--- src/rtl/digit_show_queue.sv ---
// Queues single-cycle digit strobes in a 4-deep FIFO and shows each on a seven-segment display.
// Define HEX_GLYPHS_EN to render 10-15 as A,b,C,d,E,F instead of a dash.
module digit_show_queue #(
  parameter int SHOW_TICKS  = 500,
  parameter int BLANK_TICKS = 100
) (
  input  logic       clk,
  input  logic       reset_n,
  input  logic [3:0] in_digit,
  input  logic       in_valid,
  output logic [6:0] segments,
  output logic       dp,
  output logic       busy
);

  typedef enum logic [1:0] {IDLE, SHOW, BLANK} state_t;

  localparam logic [15:0] SHOW_LOAD  = 16'(SHOW_TICKS - 1);
  localparam logic [15:0] BLANK_LOAD = 16'(BLANK_TICKS - 1);

  state_t      state_q, state_d;
  logic [15:0] tick_q, tick_d;
  logic [3:0]  fifo_q [4];
  logic [1:0]  rd_q, wr_q;
  logic [2:0]  cnt_q, cnt_d;
  logic [3:0]  disp_q, disp_d;
  logic        ovf_q;
  logic [6:0]  seg_q;
  logic        pop, push, drop;

  function automatic logic [6:0] decode(input logic [3:0] d);
    logic [6:0] s;
    case (d)
      4'h0: s = 7'h3F;
      4'h1: s = 7'h06;
      4'h2: s = 7'h5B;
      4'h3: s = 7'h4F;
      4'h4: s = 7'h66;
      4'h5: s = 7'h6D;
      4'h6: s = 7'h7D;
      4'h7: s = 7'h07;
      4'h8: s = 7'h7F;
      4'h9: s = 7'h6F;
`ifdef HEX_GLYPHS_EN
      4'hA: s = 7'h77;
      4'hB: s = 7'h7C;
      4'hC: s = 7'h39;
      4'hD: s = 7'h5E;
      4'hE: s = 7'h79;
      4'hF: s = 7'h71;
`endif
      default: s = 7'h40;
    endcase
    return s;
  endfunction

  always_comb begin
    state_d = state_q;
    tick_d  = tick_q;
    disp_d  = disp_q;
    pop     = 1'b0;
    unique case (state_q)
      IDLE: begin
        if (cnt_q != 3'd0) begin
          pop     = 1'b1;
          state_d = SHOW;
          tick_d  = SHOW_LOAD;
        end
      end
      SHOW: begin
        if (tick_q == 16'd0) begin
          state_d = BLANK;
          tick_d  = BLANK_LOAD;
        end else begin
          tick_d = tick_q - 16'd1;
        end
      end
      BLANK: begin
        if (tick_q != 16'd0) begin
          tick_d = tick_q - 16'd1;
        end else if (cnt_q != 3'd0) begin
          pop     = 1'b1;
          state_d = SHOW;
          tick_d  = SHOW_LOAD;
        end else begin
          state_d = IDLE;
        end
      end
      default: state_d = IDLE;
    endcase
    if (pop) disp_d = fifo_q[rd_q];
  end

  // a pop frees a slot in the same cycle, so a full FIFO can still accept
  assign push = in_valid && ((cnt_q != 3'd4) || pop);
  assign drop = in_valid && !push;

  always_comb begin
    cnt_d = cnt_q;
    if (push && !pop) cnt_d = cnt_q + 3'd1;
    else if (pop && !push) cnt_d = cnt_q - 3'd1;
  end

  always_ff @(posedge clk) begin
    if (!reset_n) begin
      state_q <= IDLE;
      tick_q  <= '0;
      rd_q    <= '0;
      wr_q    <= '0;
      cnt_q   <= '0;
      disp_q  <= '0;
      ovf_q   <= 1'b0;
      seg_q   <= '0;
    end else begin
      state_q <= state_d;
      tick_q  <= tick_d;
      cnt_q   <= cnt_d;
      disp_q  <= disp_d;
      // decode the next display value so the pattern lands with the state
      seg_q   <= (state_d == SHOW) ? decode(disp_d) : 7'h00;
      if (drop) ovf_q <= 1'b1;
      if (push) begin
        fifo_q[wr_q] <= in_digit;
        wr_q         <= wr_q + 2'd1;
      end
      if (pop) rd_q <= rd_q + 2'd1;
    end
  end

  assign segments = seg_q;
  assign dp       = ovf_q;
  assign busy     = (state_q != IDLE) || (cnt_q != 3'd0);

endmodule
--- config.mk ---
export PLATFORM = sky130hd
export DESIGN_NAME = digit_show_queue
export DESIGN_NICKNAME = d
export VERILOG_FILES = /design/src/rtl/digit_show_queue.sv
export SDC_FILE = /design/constraint.sdc
export NUM_CORES = 1
export LEC_CHECK = 0
export BUFFER_PORTS_ARGS = -buffer_cell sky130_fd_sc_hd__buf_4
export CORE_ASPECT_RATIO = 1.4
export CORE_MARGIN = 2
export CORE_UTILIZATION = 50
export DETAILED_ROUTE_END_ITERATION = 16
export PLACE_DENSITY = 0.75
export SLEW_MARGIN = 10
export SYNTH_ARGS = -nofsm -noshare
export SYNTH_HDL_FRONTEND = slang
export SYNTH_SLANG_ARGS = --single-unit
--- constraint.sdc ---
create_clock -name clk -period 6.1 [get_ports clk]
set_input_delay 0.61 -clock clk [delete_from_list [all_inputs] [get_ports clk]]
set_output_delay 0.61 -clock clk [all_outputs]
set_load 0.03 [all_outputs]
==> summary.md <==
| Metric | Value |
|---|---|
| Footprint of the flip-flops and latches | ~1300 um2 |
| Count of hold-fix buffers inserted at cts | 0 |
| Leakage power of the design | 1.26 nW |
| Overall via count from detail_route | about 2,300 |
| Run status | completed |
| Worst Hold Path EP | fifo_q[2][0]$_DFFE_PP_ |
| Terminus of the critical flop-to-flop path | cnt_q[2]$_SDFFE_PN0P_ |
| Synthesized area | between 2000 and 3000 um2 |
| Reg-to-reg setup timing slack | between 2 and 3 ns |
| Total Negative Setup Slacks | 0 ns |
| Aggregate global-route resource usage | between 20% and 30% |
| Share of the synthesized netlist area taken by xor and xnor gates | under 10% |
| Number of global-route vias before repair | between 2,000 and 2,500 |
| First drt pass iteration count | 4 |
| Largest net degree at the start of global routing | 36 |
| Number of library cell types mapped by synthesis | 58 |
| Final net count | 334 |
| Source of the worst register-to-register timing path | state_q[0]$_SDFF_PN0_ |
| Mux cell area share after synthesis | about 6.3% |
| Yosys top cell by area | sky130_fd_sc_hd__dfxtp_1 |
| Aggregate routed wire length | 6.06 mm |
| Area of the die | around 6500 um2 |
| Effective utilization at floorplan | just over 50% |
| Final number of hold-violating endpoints | 0 |
| First-pass GRT wire length | roughly 10 mm |
| Clock latency on the worst-skew pair | about 0.31 ns |
| Worst Setup End Kind | register |
| Area Overhead vs Synth | 9.74% |
| Final HPWL DP | 4.37 mm |
| Final weighted congestion in routability-driven placement | 0.905 |
| Number of buffer cells added on primary ports | 15 |
| Via density per instance | roughly 6.1 |
| Count of cells along the worst hold path | 1 |
| Mean instance size in the synthesized netlist | roughly 10 um2 |
| Largest family of logic cells by synthesized area | simple AND/OR/NAND/NOR gates |
| Clock tree from TritonCTS | yes |
| Worst setup SP type | register |
| Most instantiated flip-flop cell in the synthesis netlist | sky130_fd_sc_hd__dfxtp_1 |
| Top Ports | 16 |
| Core area | 5740 um2 |
| Post-detailed-route count of antenna-violating nets | 0 |
| Ratio of cells with drive above 1 in the final layout | around 13% |
| Final clock skew | approximately 0.0063 ns |
| Core utilization of the finished layout | a little under three fifths |
| Number of gates resized after CTS | 0 |
| Die height | approximately 95 um |
| Fraction of synthesis flops using an asynchronous set or reset pin | 0% |
| Seq cells post-synth | 55 |
| Clock transition time at the flip-flop clock pins of the worst setup and hold paths | around 0.1 ns |
| Synth Area in Compound Gates | between 10% and 20% |
| Total power draw | between 0.0015 and 0.002 W |
| Post-synth net total | 319 |
| Setup-violating endpoint count in the final report | 0 |
| Post-CTS Setup Bufs | 0 |
| Max Fclk | roughly 0.28 GHz |
| Root Buffer Master | sky130_fd_sc_hd__clkbuf_8 |
| DRC viols | 0 |
| Area of combinational cells with multiple inputs | about 1600 um2 |
| Post-synthesis share of cell area spent on full adders, half adders and majority gates | about 8.4% |
| Number of antenna violations at the first check in global routing | 0 |
| Path depth of the worst reg2reg path | 11 |
| Max-capacitance violation count | 0 |
| Area share of the largest cell type after synthesis | between 20% and 30% |
| Post-Place Worst Slack | between 2 and 3 ns |
| Final cycle utilization of the critical path | approximately three fifths |
| Tmin final | about 3.6 ns |
| Max-Slew Margin vs Limit | 40.3% |
| Worst endpoint required time | between 6 and 7 ns |
| Filler cell count | 483 |
| Number of buffers on the longest clock path | 2 |
| Share of synthesized area occupied by flip-flops and latches | 43.1% |
| X dimension of the die | 68.7 um |
| First DRT Iteration DRCs | about 140 |
| Power per cell area | around 530 nW/um2 |
| Ranking of synthesized cells by area | sky130_fd_sc_hd__dfxtp_1, sky130_fd_sc_hd__edfxtp_1, sky130_fd_sc_hd__ha_1 |
| Synth Warn # | 0 |
| Classification of the worst-slack hold path | primary input to register |
| Number of H-tree levels | 2 |
| Overall overflow remaining after global route | 0 |
| Worst min-delay path startpoint | in_digit[0] |
| Post-detailed-route wirelength per cell | ~16 um |
| Number of rows in the core area | 33 |
| Highest net fanout along the worst path | 10 |
| Final Slew Violations | 0 |
| CTS Buf Count | 5 |
| Setup repair after global routing missed its margin | false |
| Post-route setup slack | 2.50 ns |
| Worst voltage drop across the vdd grid | 240 uV |
| Antenna diode count | 0 |
| Category of the critical setup timing path | register to register |
| Post-synth EDFFs | 16 |
| Crit path DAT | roughly 3.8 ns |
| Slew of the pin with the lowest slew margin | 0.889 ns |
| Sink Count | between 50 and 60 |
| Synthesized-area fraction occupied by and/or/nand/nor cells | around a fifth |
| Mapped Cells | 293 |
==> worst max-delay path by stage <==
stage	to	depth (start not counted)	startpoint	slack, ns
2_1_floorplan	cnt_q[2]$_SDFFE_PN0P_	12	state_q[0]$_SDFF_PN0_	3.01
3_3_place_gp	cnt_q[2]$_SDFFE_PN0P_	11	state_q[0]$_SDFF_PN0_	2.79
3_5_place_dp	cnt_q[2]$_SDFFE_PN0P_	11	state_q[0]$_SDFF_PN0_	2.61
4_1_cts	cnt_q[2]$_SDFFE_PN0P_	11	state_q[0]$_SDFF_PN0_	2.56
5_1_grt	cnt_q[2]$_SDFFE_PN0P_	11	state_q[0]$_SDFF_PN0_	2.25
6_report	cnt_q[2]$_SDFFE_PN0P_	11	state_q[0]$_SDFF_PN0_	2.50
==> stage by stage <==
step           hold slack (ns)  area (um2)  instances
3_5_place_dp             0.486        3100        371
2_1_floorplan            0.445        2930        293
5_1_grt                  0.475        3210        379
4_1_cts                  0.487        3210        379
3_3_place_gp             0.474        3100        371
6_report                 0.501        3210        379
==> cells in the mapped netlist (3+ instances only) <==
cell	instances
sky130_fd_sc_hd__edfxtp_1	16
sky130_fd_sc_hd__nand4_1	3
sky130_fd_sc_hd__xor2_1	3
sky130_fd_sc_hd__nand3_1	6
sky130_fd_sc_hd__dfxtp_1	39
sky130_fd_sc_hd__a21oi_1	23
sky130_fd_sc_hd__clkbuf_1	4
sky130_fd_sc_hd__xnor2_1	3
sky130_fd_sc_hd__o21ai_0	12
sky130_fd_sc_hd__nand2_1	17
sky130_fd_sc_hd__and3_1	7
sky130_fd_sc_hd__nor2_1	16
sky130_fd_sc_hd__or3_1	7
sky130_fd_sc_hd__nor2b_1	8
sky130_fd_sc_hd__ha_1	18
sky130_fd_sc_hd__o21ai_1	5
sky130_fd_sc_hd__nand3b_1	3
sky130_fd_sc_hd__nor3_1	11
sky130_fd_sc_hd__inv_1	16
sky130_fd_sc_hd__mux2i_1	6
sky130_fd_sc_hd__a21boi_0	3
sky130_fd_sc_hd__mux4_2	4
sky130_fd_sc_hd__and2_1	7
sky130_fd_sc_hd__a41oi_1	4
sky130_fd_sc_hd__buf_2	3
sky130_fd_sc_hd__a31oi_1	3
==> per-layer routing <==
layer / GRT usage [%] / up-vias / wire, um
met5: 0 / - / 0
met4: 9.17 / 0 / 118
met3: 3.10 / 13 / 242
met2: 36.2 / 71 / 3180
met1: 22.8 / 1100 / 2510
li1: - / 1117 / -
==> registers in the layout, indices dropped and copies added, names as in the netlist, named ones only <==
| name | count |
|---|---|
| cnt_q | 3 |
| disp_q | 4 |
| dp | 1 |
| fifo_q | 16 |
| rd_q | 2 |
| segments | 7 |
| state_q | 2 |
| tick_q | 16 |
| wr_q | 2 |
==> where the power goes <==
part	internal, W	switching, W
registers	0.000453	0.0000787
clock network	0.000124	0.000122
logic	0.000370	0.000548
total	0.000947	0.000748
==> worst max-delay path, stage by stage (launching register included) <==
cell and delay [ns]:
sky130_fd_sc_hd__dfxtp_1 0.37, sky130_fd_sc_hd__inv_1 0.11, sky130_fd_sc_hd__ha_1 0.37, sky130_fd_sc_hd__nor4b_1 0.48
sky130_fd_sc_hd__a41oi_2 0.26, sky130_fd_sc_hd__a31oi_1 0.58, sky130_fd_sc_hd__ha_1 0.30, sky130_fd_sc_hd__inv_1 0.06
sky130_fd_sc_hd__fa_1 0.37, sky130_fd_sc_hd__xor2_1 0.18, sky130_fd_sc_hd__or3_1 0.30, sky130_fd_sc_hd__a21boi_0 0.16
==> logic make-up (layout without fill, tap and decap cells) <==
family,after synthesis,count (layout)
multiplexers,13,13
XOR/XNOR,6,6
adder cells (fa/ha/maj),19,19
flip-flops,55,55
buffers and inverters,23,39
AND/OR/NAND/NOR,102,102
AO/OA/AOI/OAI,75,75
==> cell type report <==
type                            instances  share of cell area [%]
Multi-Input combinational cell        215                    49.1
Sequential cell                        55                    39.3
Timing Repair Buffer                   15                    3.50
Tap cell                               70                    2.73
Clock buffer                            5                    2.14
Inverter                               16                    1.87
Clock inverter                          3                    1.44
==> placed cells by master, fill, tap and decap left out, types with 11 or more instances in the layout <==
cell                       count
sky130_fd_sc_hd__edfxtp_1     16
sky130_fd_sc_hd__nand2_1      17
sky130_fd_sc_hd__dfxtp_1      39
sky130_fd_sc_hd__o21ai_0      12
sky130_fd_sc_hd__nor3_1       11
sky130_fd_sc_hd__buf_4        15
sky130_fd_sc_hd__a21oi_1      23
sky130_fd_sc_hd__nor2_1       16
sky130_fd_sc_hd__ha_1         18
sky130_fd_sc_hd__inv_1        16
(Power assumes the default switching activity.)
